[config.mk]
export PLATFORM = sky130hd
export DESIGN_NAME = midi_rx
export DESIGN_NICKNAME = d
export VERILOG_FILES = /design/src/rtl/midi_pkg.sv /design/src/rtl/midi_rx_uart_rx.sv /design/src/rtl/midi_rx.sv
export SDC_FILE = /design/constraint.sdc
export NUM_CORES = 1
export LEC_CHECK = 0
export CORE_MARGIN = 5
export CORE_UTILIZATION = 50
export DETAILED_ROUTE_END_ITERATION = 10
export PLACE_DENSITY = 0.8
export SETUP_SLACK_MARGIN = 0.15
export SLEW_MARGIN = 10
export SYNTH_ARGS = -nofsm -noshare
export SYNTH_HDL_FRONTEND = slang
export SYNTH_SLANG_ARGS = --single-unit
[constraint.sdc]
create_clock -name clk -period 1.8 [get_ports clk]
set_clock_uncertainty 0.05 [all_clocks]
set_input_delay 0.18 -clock clk [delete_from_list [all_inputs] [get_ports clk]]
set_output_delay 0.18 -clock clk [all_outputs]
set_load 0.05 [all_outputs]
[src/rtl/midi_pkg.sv]
// Shared constants and state encodings for the MIDI input stage.
package midi_pkg;

  localparam logic [3:0] NOTE_OFF   = 4'h8;
  localparam logic [3:0] NOTE_ON    = 4'h9;
  localparam logic [3:0] PITCH_BEND = 4'hE;

  localparam logic [7:0] REALTIME_MIN = 8'hF8;
  localparam logic [7:0] SYSTEM_MIN   = 8'hF0;

  localparam logic [6:0]  NOTE_RST    = 7'd69;
  localparam logic [13:0] BEND_CENTRE = 14'h2000;

  typedef enum logic [1:0] {
    UartIdle,
    UartStart,
    UartData,
    UartStop
  } uart_state_e;

  typedef enum logic [1:0] {
    ParseWaitStatus,
    ParseWaitD1,
    ParseWaitD2
  } parse_state_e;

endpackage

[src/rtl/midi_rx_uart_rx.sv]
// 8N1 UART receiver with input synchroniser; one registered byte_valid or frame_err
// pulse per frame.
module uart_rx
  import midi_pkg::*;
#(
  parameter int unsigned DIV = 1024
) (
  input  logic       clk,
  input  logic       reset_n,
  input  logic       midi_in,
  output logic [7:0] rx_byte,
  output logic       byte_valid,
  output logic       frame_err
);

  localparam int unsigned CntW = $clog2(DIV);
  localparam logic [CntW-1:0] CntFull = CntW'(DIV - 1);
  localparam logic [CntW-1:0] CntHalf = CntW'(DIV / 2 - 1);

  // [1:0] is the synchroniser, [2] holds the previous synchronised value for edge detect
  logic [2:0]      sync_q;
  uart_state_e     state_q, state_d;
  logic [CntW-1:0] cnt_q, cnt_d;
  logic [2:0]      bit_q, bit_d;
  logic [7:0]      shift_q, shift_d;
  logic            valid_q, valid_d;
  logic            ferr_q, ferr_d;
  logic            rx, fall;

  assign rx   = sync_q[1];
  assign fall = sync_q[2] & ~sync_q[1];

  always_ff @(posedge clk or negedge reset_n) begin
    if (!reset_n) begin
      sync_q  <= 3'b111;
      state_q <= UartIdle;
      cnt_q   <= '0;
      bit_q   <= '0;
      shift_q <= '0;
      valid_q <= 1'b0;
      ferr_q  <= 1'b0;
    end else begin
      sync_q  <= {sync_q[1:0], midi_in};
      state_q <= state_d;
      cnt_q   <= cnt_d;
      bit_q   <= bit_d;
      shift_q <= shift_d;
      valid_q <= valid_d;
      ferr_q  <= ferr_d;
    end
  end

  always_comb begin
    state_d = state_q;
    cnt_d   = cnt_q + 1'b1;
    bit_d   = bit_q;
    shift_d = shift_q;
    valid_d = 1'b0;
    ferr_d  = 1'b0;
    unique case (state_q)
      UartIdle: begin
        cnt_d = '0;
        if (fall) state_d = UartStart;
      end
      UartStart: begin
        // Mid-start-bit check rejects short low glitches
        if (cnt_q == CntHalf) begin
          cnt_d   = '0;
          bit_d   = '0;
          state_d = rx ? UartIdle : UartData;
        end
      end
      UartData: begin
        if (cnt_q == CntFull) begin
          cnt_d   = '0;
          shift_d = {rx, shift_q[7:1]};
          bit_d   = bit_q + 3'd1;
          if (bit_q == 3'd7) state_d = UartStop;
        end
      end
      UartStop: begin
        if (cnt_q == CntFull) begin
          state_d = UartIdle;
          valid_d = rx;
          ferr_d  = ~rx;
        end
      end
      default: state_d = UartIdle;
    endcase
  end

  assign rx_byte    = shift_q;
  assign byte_valid = valid_q;
  assign frame_err  = ferr_q;

endmodule

[src/rtl/midi_rx.sv]
// MIDI input stage: decodes Note On/Off and pitch bend on one channel into
// monophonic note, bend, velocity and gate controls.
module midi_rx
  import midi_pkg::*;
#(
  parameter int unsigned CLK_HZ  = 32000000,
  parameter int unsigned BAUD    = 31250,
  parameter logic [3:0]  CHANNEL = 4'd0
) (
  input  logic        clk,
  input  logic        reset_n,
  input  logic        midi_in,
  output logic [6:0]  note,
  output logic [13:0] bend,
  output logic [6:0]  velocity,
  output logic        gate,
  output logic        note_strobe,
  output logic        frame_err
);

  localparam int unsigned DIV = CLK_HZ / BAUD;

  logic [7:0] rx_byte;
  logic       rx_valid;

  uart_rx #(
    .DIV(DIV)
  ) u_uart_rx (
    .clk       (clk),
    .reset_n   (reset_n),
    .midi_in   (midi_in),
    .rx_byte   (rx_byte),
    .byte_valid(rx_valid),
    .frame_err (frame_err)
  );

  parse_state_e pstate_q, pstate_d;
  logic [3:0]   status_q, status_d;
  logic         rs_valid_q, rs_valid_d;
  logic [6:0]   d1_q, d1_d;
  logic [6:0]   note_q, note_d;
  logic [13:0]  bend_q, bend_d;
  logic [6:0]   vel_q, vel_d;
  logic         gate_q, gate_d;
  logic         strobe_q, strobe_d;

  always_ff @(posedge clk or negedge reset_n) begin
    if (!reset_n) begin
      pstate_q   <= ParseWaitStatus;
      status_q   <= '0;
      rs_valid_q <= 1'b0;
      d1_q       <= '0;
      note_q     <= NOTE_RST;
      bend_q     <= BEND_CENTRE;
      vel_q      <= '0;
      gate_q     <= 1'b0;
      strobe_q   <= 1'b0;
    end else begin
      pstate_q   <= pstate_d;
      status_q   <= status_d;
      rs_valid_q <= rs_valid_d;
      d1_q       <= d1_d;
      note_q     <= note_d;
      bend_q     <= bend_d;
      vel_q      <= vel_d;
      gate_q     <= gate_d;
      strobe_q   <= strobe_d;
    end
  end

  always_comb begin
    pstate_d   = pstate_q;
    status_d   = status_q;
    rs_valid_d = rs_valid_q;
    d1_d       = d1_q;
    note_d     = note_q;
    bend_d     = bend_q;
    vel_d      = vel_q;
    gate_d     = gate_q;
    strobe_d   = 1'b0;
    // Realtime bytes fall through untouched
    if (rx_valid && rx_byte < REALTIME_MIN) begin
      if (rx_byte >= SYSTEM_MIN) begin
        rs_valid_d = 1'b0;
        pstate_d   = ParseWaitStatus;
      end else if (rx_byte[7]) begin
        if ((rx_byte[7:4] == NOTE_OFF || rx_byte[7:4] == NOTE_ON ||
             rx_byte[7:4] == PITCH_BEND) && rx_byte[3:0] == CHANNEL) begin
          status_d   = rx_byte[7:4];
          rs_valid_d = 1'b1;
          pstate_d   = ParseWaitD1;
        end else begin
          rs_valid_d = 1'b0;
          pstate_d   = ParseWaitStatus;
        end
      end else begin
        unique case (pstate_q)
          ParseWaitStatus: begin
            if (rs_valid_q) begin
              d1_d     = rx_byte[6:0];
              pstate_d = ParseWaitD2;
            end
          end
          ParseWaitD1: begin
            d1_d     = rx_byte[6:0];
            pstate_d = ParseWaitD2;
          end
          ParseWaitD2: begin
            pstate_d = ParseWaitD1;
            case (status_q)
              NOTE_ON: begin
                if (rx_byte[6:0] != 7'd0) begin
                  note_d   = d1_q;
                  vel_d    = rx_byte[6:0];
                  gate_d   = 1'b1;
                  strobe_d = 1'b1;
                end else if (d1_q == note_q) begin
                  gate_d = 1'b0;
                end
              end
              NOTE_OFF:   if (d1_q == note_q) gate_d = 1'b0;
              PITCH_BEND: bend_d = {rx_byte[6:0], d1_q};
              default:    ;
            endcase
          end
          default: pstate_d = ParseWaitStatus;
        endcase
      end
    end
  end

  assign note        = note_q;
  assign bend        = bend_q;
  assign velocity    = vel_q;
  assign gate        = gate_q;
  assign note_strobe = strobe_q;

endmodule

==> impl_metrics.py, run 1 <==
metrics = {
    "hold_path": {
        "min-delay-start": "midi_in",
        "hold_class": "in2reg",
        "worstHoldEndpoint": "u_uart_rx.sync_q[0]",
        "whs_path_depth": 1,
    },
    "critical_path": {
        "critPathBufInv": 1,
        "cpPeakStageDelay_ns": 0.46,
        "rrSetupSlack_ns": 0.03,
        "cpMaxStageDelayCell": "dfrtp_1",
        "r2r-end": "u_uart_rx.bit_q[0]",
        "path_max_fanout": 4,
        "end_kind": "flop",
        "setup.worst_path.class": "reg2reg",
        "reg2reg_depth": 7,
        "cp.required_ns": 1.98,
        "path_cells": "inv_2 > ha_4 > nor2_1 > a31oi_2 > o21ai_4 > nand2_1 > mux2_2",
        "cpLargestDelayFamily": "flip-flops",
        "cp-start-kind": "flop",
        "crit_arrival_ns": 1.95,
    },
    "timing": {
        "slew_headroom_pct": 66.4,
        "rsz0062_at_grt": "yes",
        "min_period_ns": 1.77,
        "tightest_slew_ns": 0.506,
        "fmax_mhz": 566,
        "hold_viol": 0,
        "min_period_over_period_pct": 98.1,
        "final-max-slew-violation-count": 0,
        "setup_viol": 0,
    },
    "global_routing": {
        "grt_max_degree": 73,
        "grt-ovfl-total": 0,
        "grt_pass1_wl_um": 10400,
        "antenna_found_initial": 0,
        "track_usage_pct": 17.6,
        "grt_pass1_vias": 2146,
    },
    "yosys": {
        "synth_cell_types": 36,
        "ys_top_cells_by_area": "dfrtp_1 (52%), mux2_2 (14%), dfstp_2 (5.9%)",
        "postSynth.asyncResetShare_pct": 100,
        "syn-cell-area_um2": 3120,
        "ys_seq_elements": 72,
        "synth_edf_count": 0,
        "synth_top_flop_cell": "dfrtp_1",
        "synthesis.instances": 232,
        "ys_seq_area_share_pct": 58.1,
        "synth_warnings": 0,
        "synthDominantCellAreaShare_pct": 52.2,
        "syn_avg_cell_area_um2": 13.4,
        "syn_nets": 243,
        "synth_area_leader_cell": "dfrtp_1",
    },
    "clock_network": {
        "tritoncts": "yes",
        "clk_pin_slew_ns": 0.07,
        "cts_sinks": 72,
        "cts-root-buf": "clkbuf_8",
        "clk_latency_ns": 0.34,
        "cts_max_level": 3,
        "numCtsBuffers": 9,
        "cts_buffer_depth": 2,
    },
    "layout": {
        "nets": 321,
        "final_area_um2": 4270,
        "layout_commonest_cell": "dfrtp_1",
        "fill_cells": 389,
        "seqCellArea_um2": 1810,
        "antenna_cells": 0,
        "fin_cells": 390,
        "area_growth_pct": 36.9,
        "multiInputGateArea_um2": 1490,
        "layout_common_cells": "dfrtp_1 (62), buf_4 (37), dlygate4sd2_1 (27)",
        "layout-drive-gt1-share_pct": 48.6,
    },
    "status": {
        "status": "completed",
    },
    "run": {
        "cap_violations": 0,
    },
    "floorplan": {
        "dieArea_um2": 7910,
        "ios": 34,
        "die_h_um": 88.9,
        "die_w_um": 88.9,
        "num_rows": 28,
        "initial_utilization_pct": 52.0,
        "core_area_um2": 5990,
    },
    "placement": {
        "gp_congestion": 0.784,
        "post_dp_cell_area_um2": 3620,
        "post-place-cells": 349,
        "portBuffers": 33,
        "hpwl_um": 3860,
    },
    "detailed_routing": {
        "wl_um": 6610,
        "ant_nets": 0,
        "wl_per_cell_um": 16.9,
        "drt_pass1_iterations": 4,
        "drt_iter0_drc": 90,
        "drc": 0,
        "viasPerCell": 5.29,
        "via_count": 2064,
    },
    "pwr": {
        "ir_drop_uv": 842,
        "p_per_area_nw_per_um2": 926,
        "p_leak_nw": 2.17,
    },
}
==> where the power goes <==
part / switching (mW) / total, mW / internal, mW
Sequential: 0.0775 / 1.77 / 1.69
Clock: 0.558 / 1.27 / 0.712
Combinational: 0.482 / 0.910 / 0.429
==> per-layer routing <==
layer,global-route usage (%),up-vias,wire length (um)
met5,0,-,0
met3,5.53,9,294
li1,-,971,-
met1,20.6,1037,2750
met4,6.36,0,92
met2,30.7,47,3470
==> cell usage after synthesis (all sizes together), types with 2 or more instances <==
| library cell | number |
|---|---|
| nor2 | 17 |
| and4 | 4 |
| nand3 | 7 |
| xor2 | 9 |
| a31oi | 3 |
| o21ai | 8 |
| a21bo | 2 |
| buf | 5 |
| dfstp | 7 |
| nand2b | 4 |
| mux2 | 46 |
| nand2 | 13 |
| nor2b | 3 |
| nand4 | 4 |
| dfrtp | 65 |
| clkbuf | 2 |
| inv | 4 |
| or2 | 2 |
| xnor2 | 6 |
| nor4 | 2 |
| nor3 | 3 |
| ha | 8 |
==> kinds of logic after synthesis <==
| logic type | share of synthesized area [%] |
|---|---|
| AND/OR/NAND/NOR | 11.3 |
| XOR/XNOR | 4.22 |
| multiplexers | 17.8 |
| flip-flops | 58.1 |
| adder cells (fa/ha/maj) | 3.21 |
| buffers and inverters | 2.13 |
| AO/OA/AOI/OAI | 3.25 |
==> worst max-delay path by stage <==
stage                     depth (start not counted)            endpoint                 start  slack [ns]
after floorplan                                   8  u_uart_rx.bit_q[0]  u_uart_rx.state_q[0]        0.07
after global placement                            6                flop    u_uart_rx.cnt_q[1]        0.04
after detailed placement                          5             note[5]           pstate_q[0]       -0.04
after CTS                                         6                flop    u_uart_rx.cnt_q[0]        0.04
after global routing                              7  u_uart_rx.bit_q[0]                  flop       -0.05
final                                             7  u_uart_rx.bit_q[0]                  flop        0.03
==> per-stage QoR <==
stage	total power, mW	util (%)	setup WS (ns)	hold slack, ns	TNS (ns)
after floorplan	2.12	-	0.0691	-0.166	0
after global placement	2.29	60.4	0.0353	0.185	0
after detailed placement	2.30	60.4	-0.0384	0.189	-0.325
after CTS	3.77	66.4	0.0374	0.169	0
after global routing	4.13	71.2	-0.0523	0.165	-0.191
final	3.95	71.2	0.0343	0.187	0
==> worst reg2reg max path, stage by stage (launching register included) <==
cell and delay (ns):
dfrtp_1 0.46, inv_2 0.12, ha_4 0.16, nor2_1 0.07, a31oi_2 0.21, o21ai_4 0.11
nand2_1 0.13, mux2_2 0.34
==> area by class of cell <==
type                            count  area share (%)
Sequential cell                    72            42.5
Clock buffer                       13            3.72
Inverter                            4           0.352
Timing Repair Buffer               74            15.3
Clock inverter                      3           0.938
Tap cell                           75            2.20
Multi-Input combinational cell    149            35.0
==> registers in the layout, indices dropped and copies added, names as in the netlist, named ones only <==
register	count
velocity	7
u_uart_rx.bit_q	3
u_uart_rx.state_q	1
note_strobe	1
gate	1
pstate_q	2
u_uart_rx.frame_err	1
bend	14
u_uart_rx.byte_valid	1
status_q	4
d1_q	7
note	7
u_uart_rx.sync_q	3
rs_valid_q	1
u_uart_rx.rx_byte	8
u_uart_rx.cnt_q	10
==> repair_timing <==
action / CTS / global route
hold endpoints to repair: 65 / 0
buffers inserted: 12 / 10
pin swaps: 10 / 14
hold buffers: 1 / 0
gates resized for setup: 45 / 50
gates cloned: 1 / 1
setup endpoints to repair: 73 / 60
Note: power is estimated with default switching activity, not from simulation.
==> run 2: changes to the inputs <==
- GPL_ROUTABILITY_DRIVEN: not set -> 0
==> results of run 2 <==
The final DEF is identical to that of run 1; final timing and power are the same.
==> run 3: changes to the inputs <==
- CTS_CLUSTER_DIAMETER: not set -> 200
==> results of run 3 <==
The final DEF is identical to that of run 1; final timing and power are the same.
